===== src/rtl/serial_subtractor.sv =====
// serial_subtractor
//   Computes a - b - bin over 32 bits, SLICE_W bits per clock, LSB slice
//   first, with the borrow carried from one slice to the next. The result
//   is offered on a valid/ready output and held until it is consumed.
//
//   state | meaning
//   ------+-------------------------------------------------------------
//   IDLE  | waiting for operands, in_ready = 1
//   CALC  | one slice per edge, 32/SLICE_W edges in total
//   DONE  | result valid, held until out_ready
//
// Ports
//   clk       : clock, rising edge
//   rst       : synchronous reset, active high
//   in_valid  : operands present on a/b/bin
//   in_ready  : block can accept operands (IDLE only)
//   a, b, bin : minuend, subtrahend, borrow in
//   out_valid : diff/bout/ovf valid (DONE only)
//   out_ready : consumer accepts result
//   diff      : a - b - bin modulo 2^32
//   bout      : unsigned borrow out
//   ovf       : two's-complement signed overflow
module serial_subtractor #(
   parameter int SLICE_W = 8
) (
   input  logic        clk,
   input  logic        rst,
   input  logic        in_valid,
   output logic        in_ready,
   input  logic [31:0] a,
   input  logic [31:0] b,
   input  logic        bin,
   output logic        out_valid,
   input  logic        out_ready,
   output logic [31:0] diff,
   output logic        bout,
   output logic        ovf
);

   localparam int NSLICE = 32 / SLICE_W;
   localparam int CNT_W  = (NSLICE > 1) ? $clog2(NSLICE) : 1;
   localparam logic [CNT_W-1:0] LAST = CNT_W'(NSLICE - 1);

   typedef enum logic [1:0] {IDLE, CALC, DONE} state_t;

   state_t             r_state;
   state_t             w_next;
   logic [31:0]        r_a;
   logic [31:0]        r_b;
   logic [31:0]        r_diff;
   logic               r_borrow;
   logic               r_ovf;
   logic [CNT_W-1:0]   r_cnt;

   logic               w_accept;
   logic               w_last;
   logic               w_in_ready;
   logic               w_out_valid;
   logic [SLICE_W-1:0] w_a_slice;
   logic [SLICE_W-1:0] w_b_slice;
   logic [SLICE_W:0]   w_sub;

   always_ff @(posedge clk) begin
      if (rst) r_state <= IDLE;
      else     r_state <= w_next;
   end

   always_comb begin
      w_next      = r_state;
      w_in_ready  = 1'b0;
      w_out_valid = 1'b0;
      w_accept    = 1'b0;
      case (r_state)
         IDLE: begin
            w_in_ready = 1'b1;
            if (in_valid) begin
               w_accept = 1'b1;
               w_next   = CALC;
            end
         end
         CALC: begin
            if (w_last) w_next = DONE;
         end
         DONE: begin
            w_out_valid = 1'b1;
            if (out_ready) w_next = IDLE;
         end
         default: w_next = IDLE;
      endcase
   end

   assign w_last    = (r_cnt == LAST);
   assign w_a_slice = r_a[r_cnt*SLICE_W +: SLICE_W];
   assign w_b_slice = r_b[r_cnt*SLICE_W +: SLICE_W];

   // One extra bit on the left: it comes out as 1 exactly when the slice
   // subtraction went negative, i.e. the borrow into the next slice.
   assign w_sub = {1'b0, w_a_slice} - {1'b0, w_b_slice} - {{SLICE_W{1'b0}}, r_borrow};

   always_ff @(posedge clk) begin
      if (rst) begin
         r_a      <= '0;
         r_b      <= '0;
         r_diff   <= '0;
         r_borrow <= 1'b0;
         r_ovf    <= 1'b0;
         r_cnt    <= '0;
      end else if (w_accept) begin
         r_a      <= a;
         r_b      <= b;
         r_borrow <= bin;
         r_ovf    <= 1'b0;
         r_cnt    <= '0;
      end else if (r_state == CALC) begin
         r_diff[r_cnt*SLICE_W +: SLICE_W] <= w_sub[SLICE_W-1:0];
         r_borrow <= w_sub[SLICE_W];
         if (w_last) begin
            // On the top slice w_sub[SLICE_W-1] is diff[31].
            r_ovf <= (r_a[31] ^ r_b[31]) & (w_sub[SLICE_W-1] ^ r_a[31]);
         end else begin
            r_cnt <= r_cnt + 1'b1;
         end
      end
   end

   assign in_ready  = w_in_ready;
   assign out_valid = w_out_valid;
   assign diff      = r_diff;
   assign bout      = r_borrow;
   assign ovf       = r_ovf;

endmodule


===== config.mk =====
export PLATFORM = sky130hd
export DESIGN_NAME = serial_subtractor
export DESIGN_NICKNAME = d
export VERILOG_FILES = /design/src/rtl/serial_subtractor.sv
export SDC_FILE = /design/constraint.sdc
export NUM_CORES = 1
export LEC_CHECK = 0
export BUFFER_PORTS_ARGS = -buffer_cell sky130_fd_sc_hd__buf_2
export CORE_MARGIN = 2
export CORE_UTILIZATION = 58
export CTS_CLUSTER_DIAMETER = 100
export CTS_CLUSTER_SIZE = 20
export DETAILED_ROUTE_END_ITERATION = 6
export PLACE_DENSITY = 0.89
export SLEW_MARGIN = 20
export SYNTH_ARGS = -nofsm -noshare
export SYNTH_HDL_FRONTEND = slang
export SYNTH_SLANG_ARGS = --single-unit
export TNS_END_PERCENT = 50

===== constraint.sdc =====
create_clock -name clk -period 9.3 [get_ports clk]
set_input_delay 1.86 -clock clk [delete_from_list [all_inputs] [get_ports clk]]
set_output_delay 1.86 -clock clk [all_outputs]
set_load 0.005 [all_outputs]

==> results <==
- The flow ran to the end, and the final reports show no timing, DRC or antenna violations.
- The count of endpoints failing hold in the final timing report is 0.
- The via count of the first global-routing pass was roughly 3,900.
- The via-per-instance ratio is 5.51.
- The final setup skew is 7.42 ps.
- The internal power is between 600 and 700 uW.
- In the final design database the tool counted approximately 700 nets.
- The part of the cycle the worst path needs is between 30% and 40%.
- The adder-cell area share of the yosys netlist is between 5 and 6%.
- The placement-stage worst setup slack is ~5800 ps.
- The synthesized netlist devotes approximately 15% of its cell area to compound gates.
- The signal on the critical path passes through buf_4, mux4_2, fa_1, fa_1, a21boi_0, o21a_1, o21a_1, nor2_1, xor2_1, o31ai_1.
- The max-cap check violation count is 0.
- The clock tree root driver cell is clkbuf_8.
- In this run the critical register-to-register path is launched from r_cnt[0].
- Buffers added to address setup during post-CTS repair amount to 0.
- The maximum VDD drop is 0.115 mV.
- Across all hold checks on the routed design, the worst slack comes to between 400 and 500 ps.
- The async set-or-reset flop fraction in the synthesized netlist is 0%.
- In this run the core area contains 32 standard-cell rows.
- The worst relative slew slack is 32.9%.
- Of the total power, the share spent switching nets is a little under 30%.
- The post-cts sizing count is 0.
- The analysis attributes to net switching a power of approximately 280 uW.
- The worst hold-check path type is reg -> reg.
- Relative to the synthesized area, the layout overhead comes to 17.0%.
- For the worst-skew pair, the clock arrives at the later sink with an insertion delay of 360 ps.
- The share of layout cells above drive strength 1 is about a quarter.
- After detailed routing, the average wire length per cell comes to ~14 um.
- The number of enable-type register cells in the synthesized netlist is 0.
- The register share of total power is about half.
- The main combinational cell family by area after synthesis is simple AND/OR/NAND/NOR gates.
- Subtracting the final worst setup slack from the clock period gives 3650 ps.
- The worst-case setup margin in the final layout is between 5000 and 6000 ps.
- Derived from the worst setup path, the maximum achievable clock frequency is between 200 and 300 MHz.
- The overall die width is slightly above 90 um.
- The worst register-to-register path has a depth of 10.
- After synthesis, the cell types taking the most area are dfxtp_1 (45%), nand2_1 (11%), a21oi_1 (8.3%).
- Setup slack on the worst reg-to-reg path comes out at 5650 ps.
- The clock tree from TritonCTS is built.
- After clock tree synthesis, the clock-pin slew on the worst setup and hold paths is roughly 90 ps.
- The commonest cells after synthesis are nand2_1 (136), dfxtp_1 (102), a21oi_1 (74).
- Counting both buffers and inverters, the worst setup path holds a total of 1.
- For the pin with the worst max-slew slack, the measured transition is approximately 1000 ps.
- For the final routed database, the setup TNS stands at 0 ps.
- The largest stage delay on the critical path is between 500 and 600 ps.
- The critical path class is reg -> reg.
- A synthesized cell averages 8.53 sq um.
- Global routing consumed, over all layers together, roughly a quarter of the routing resources.
- The wire length of the first global-routing pass is approximately 18,000 um.
- The number of nets handed over by synthesis was ~620.
- Setup violations remaining at the end of the flow were counted as 0.
- The weighted congestion reported at the end of routability-driven placement is about 0.84.
- The post-synthesis instance total is about 530.
- The worst-path maximum fanout is 18.
- The startpoint kind of the worst setup timing path is a register.
- The worst hold path terminates at r_b[20].
- The hold buffer count at CTS is 0.
- After global routing the overflow that remains totals 0.
- The synthesized netlist occupies a cell area of 4490 sq um.
- Entering global routing, the biggest net connects approximately 110 pins.
- The synthesized netlist devotes 1.34% of its cell area to XOR and XNOR gates.
- Setup repair after global routing left no endpoint under its margin.
- The worst endpoint required time is around 9500 ps.
- After synthesis, the largest area contributor takes up a little under half of total cell area.
- The family with the most delay on the worst path is adder cells.
- The initial antenna violation count came to 0.
- The number of CTS-inserted buffers is 9.
- The endpoint class of the critical path is a register.
- The clock drives a little over 100 sinks.
- The count of inserted antenna diode cells is 0.
- The via total after detailed routing is 3,967.
- After legalization and detailed placement, the total HPWL measured 7550 um.
- The first TritonRoute pass finished after 5 iterations.
- Combinational cells account for ~20% of the total power.
- The critical path's slowest cell is mux4_2.
- The total DRC errors in the routed layout is 0.
- The number of max-slew violations in the final report was 0.
- The power share of the clock group is roughly 30%.
- Dividing total power by cell area gives a power density of between 150 and 200 nW/um^2.
- The hold path startpoint is r_b[20].
- Measured against the total synthesized area, the mux share comes to 8.25%.
- The maximum buffer depth of the clock tree is 2.
- Once the floorplan was initialized, standard cells occupied slightly below 60% of the core.
- The number of synthesis warnings is 0.
- The first routing iteration left approximately 210 violations.
- After Yosys synthesis, and, or, nand and nor cells account for 18.9% of the synthesized area.
- After detailed routing, the total wire length is approximately 10,000 um.
- The library cell with the highest instance count after synthesis is nand2_1.
- In this run the vertical extent of the chip is around 92 um.
- Once detail routing completed, the nets flagged for antenna violations numbered 0.
- The top-level port count is about 110.
- The count of buffers added on input and output ports is 104.
- The dominant cell type by area after synthesis is dfxtp_1.
- The area inside the core boundary is 7610 sq um.
- After synthesis, flip-flops and latches occupy 45.5% of the total area.
- The worst hold path was traced through 2 stages.
- The leakage power is 2.22 nW.
- In this run, synthesis produced a sequential element count of about 100.
- In this run the critical register-to-register path is captured at diff[14].
- The die covers ~8500 sq um.
- After synthesis, the netlist uses 35 different library cells.
- The H-tree was split into 3 levels.
- The flip-flop cell with the highest count after synthesis is dfxtp_1.
- The data arrival time of the critical path is 3870 ps.
-- layout make-up --
| type | count | area [sq um] |
|---|---|---|
| Fill cell | 607 | 2360 |
| Multi-Input combinational cell | 368 | 2240 |
| Sequential cell | 102 | 2040 |
| Timing Repair Buffer | 107 | 543 |
| Clock buffer | 10 | 138 |
| Tap cell | 102 | 128 |
| Inverter | 25 | 93.8 |
| Clock inverter | 6 | 61.3 |
-- layer usage --
layer  GRT usage (%)  wire length (um)  vias up
li1                -                 -     1946
met1            32.4              4520     1862
met2            44.1              5080      136
met3            6.24               564       23
met4            7.84               230        0
met5               0                 0        -
-- stage by stage --
stage                     util, %  power [mW]  std cells  instance area [sq um]
final                        69.0       0.943        720                   5250
after global routing         69.0       0.986        720                   5250
after CTS                    68.9       0.944        720                   5240
after detailed placement     66.3       0.671        704                   5040
after global placement       66.3       0.662        704                   5040
after floorplan                 -       0.609        526                   4490
-- worst register-to-register path, delay by kind of cell (launching register included) --
kind / cells / cell delay, ps
adders and majority gates: 2 / 870
AOI/OAI and AO/OA: 4 / 790
muxes: 1 / 590
buffers and inverters: 1 / 380
and+or+nand+nor: 1 / 70
DFF: 1 / 470
xor gates and xnor gates: 1 / 340
-- cells by family after synthesis --
logic type | Yosys count
compound gates | 116
fa+ha+maj | 20
simple gates | 209
xor+xnor | 6
mux | 17
buf+inv | 56
flops | 102
-- worst max-delay path by stage --
| stage | from | to | slack [ps] | cells after the start |
|---|---|---|---|---|
| 6_report | r_cnt[0] | diff[14] | 5650 | 10 |
| 5_1_grt | r_cnt[0] | diff[14] | 5440 | 10 |
| 4_1_cts | r_cnt[0] | diff[30] | 5690 | 10 |
| 3_5_place_dp | r_cnt[0] | diff[22] | 5780 | 10 |
| 3_3_place_gp | r_cnt[0] | diff[6] | 5920 | 10 |
| 2_1_floorplan | r_cnt[0] | bout | 5880 | 12 |
-- power by group through the flow --
stage / logic [mW] / registers [mW] / clock network (mW)
floorplan: 0.131 / 0.478 / 0
global placement: 0.180 / 0.482 / 0
detailed placement: 0.188 / 0.483 / 0
CTS: 0.191 / 0.473 / 0.280
global route: 0.212 / 0.476 / 0.298
finish: 0.192 / 0.473 / 0.279
-- sequential cells by signal (all words and copies together) (netlist names) --
name and cells:
r_a 32, r_state 2, ovf 1, diff 32
r_cnt 2, r_b 32, bout 1
-- cell usage in the layout, fill, tap and decap left out, types with 5 or more instances in the layout --
cell      Yosys  final
buf_2         4    104
nand3b_1      5      5
nor2_1       49     49
clkbuf_8      0     10
a22oi_1      21     21
inv_1        25     25
ha_1         18     18
o21a_1        5      5
a21oi_1      74     74
mux4_2       16     16
nor3_1        6      5
nand2_1     136    135
o21ai_0       5      5
dfxtp_1     102    102
Power figures use the tool's default switching activity.
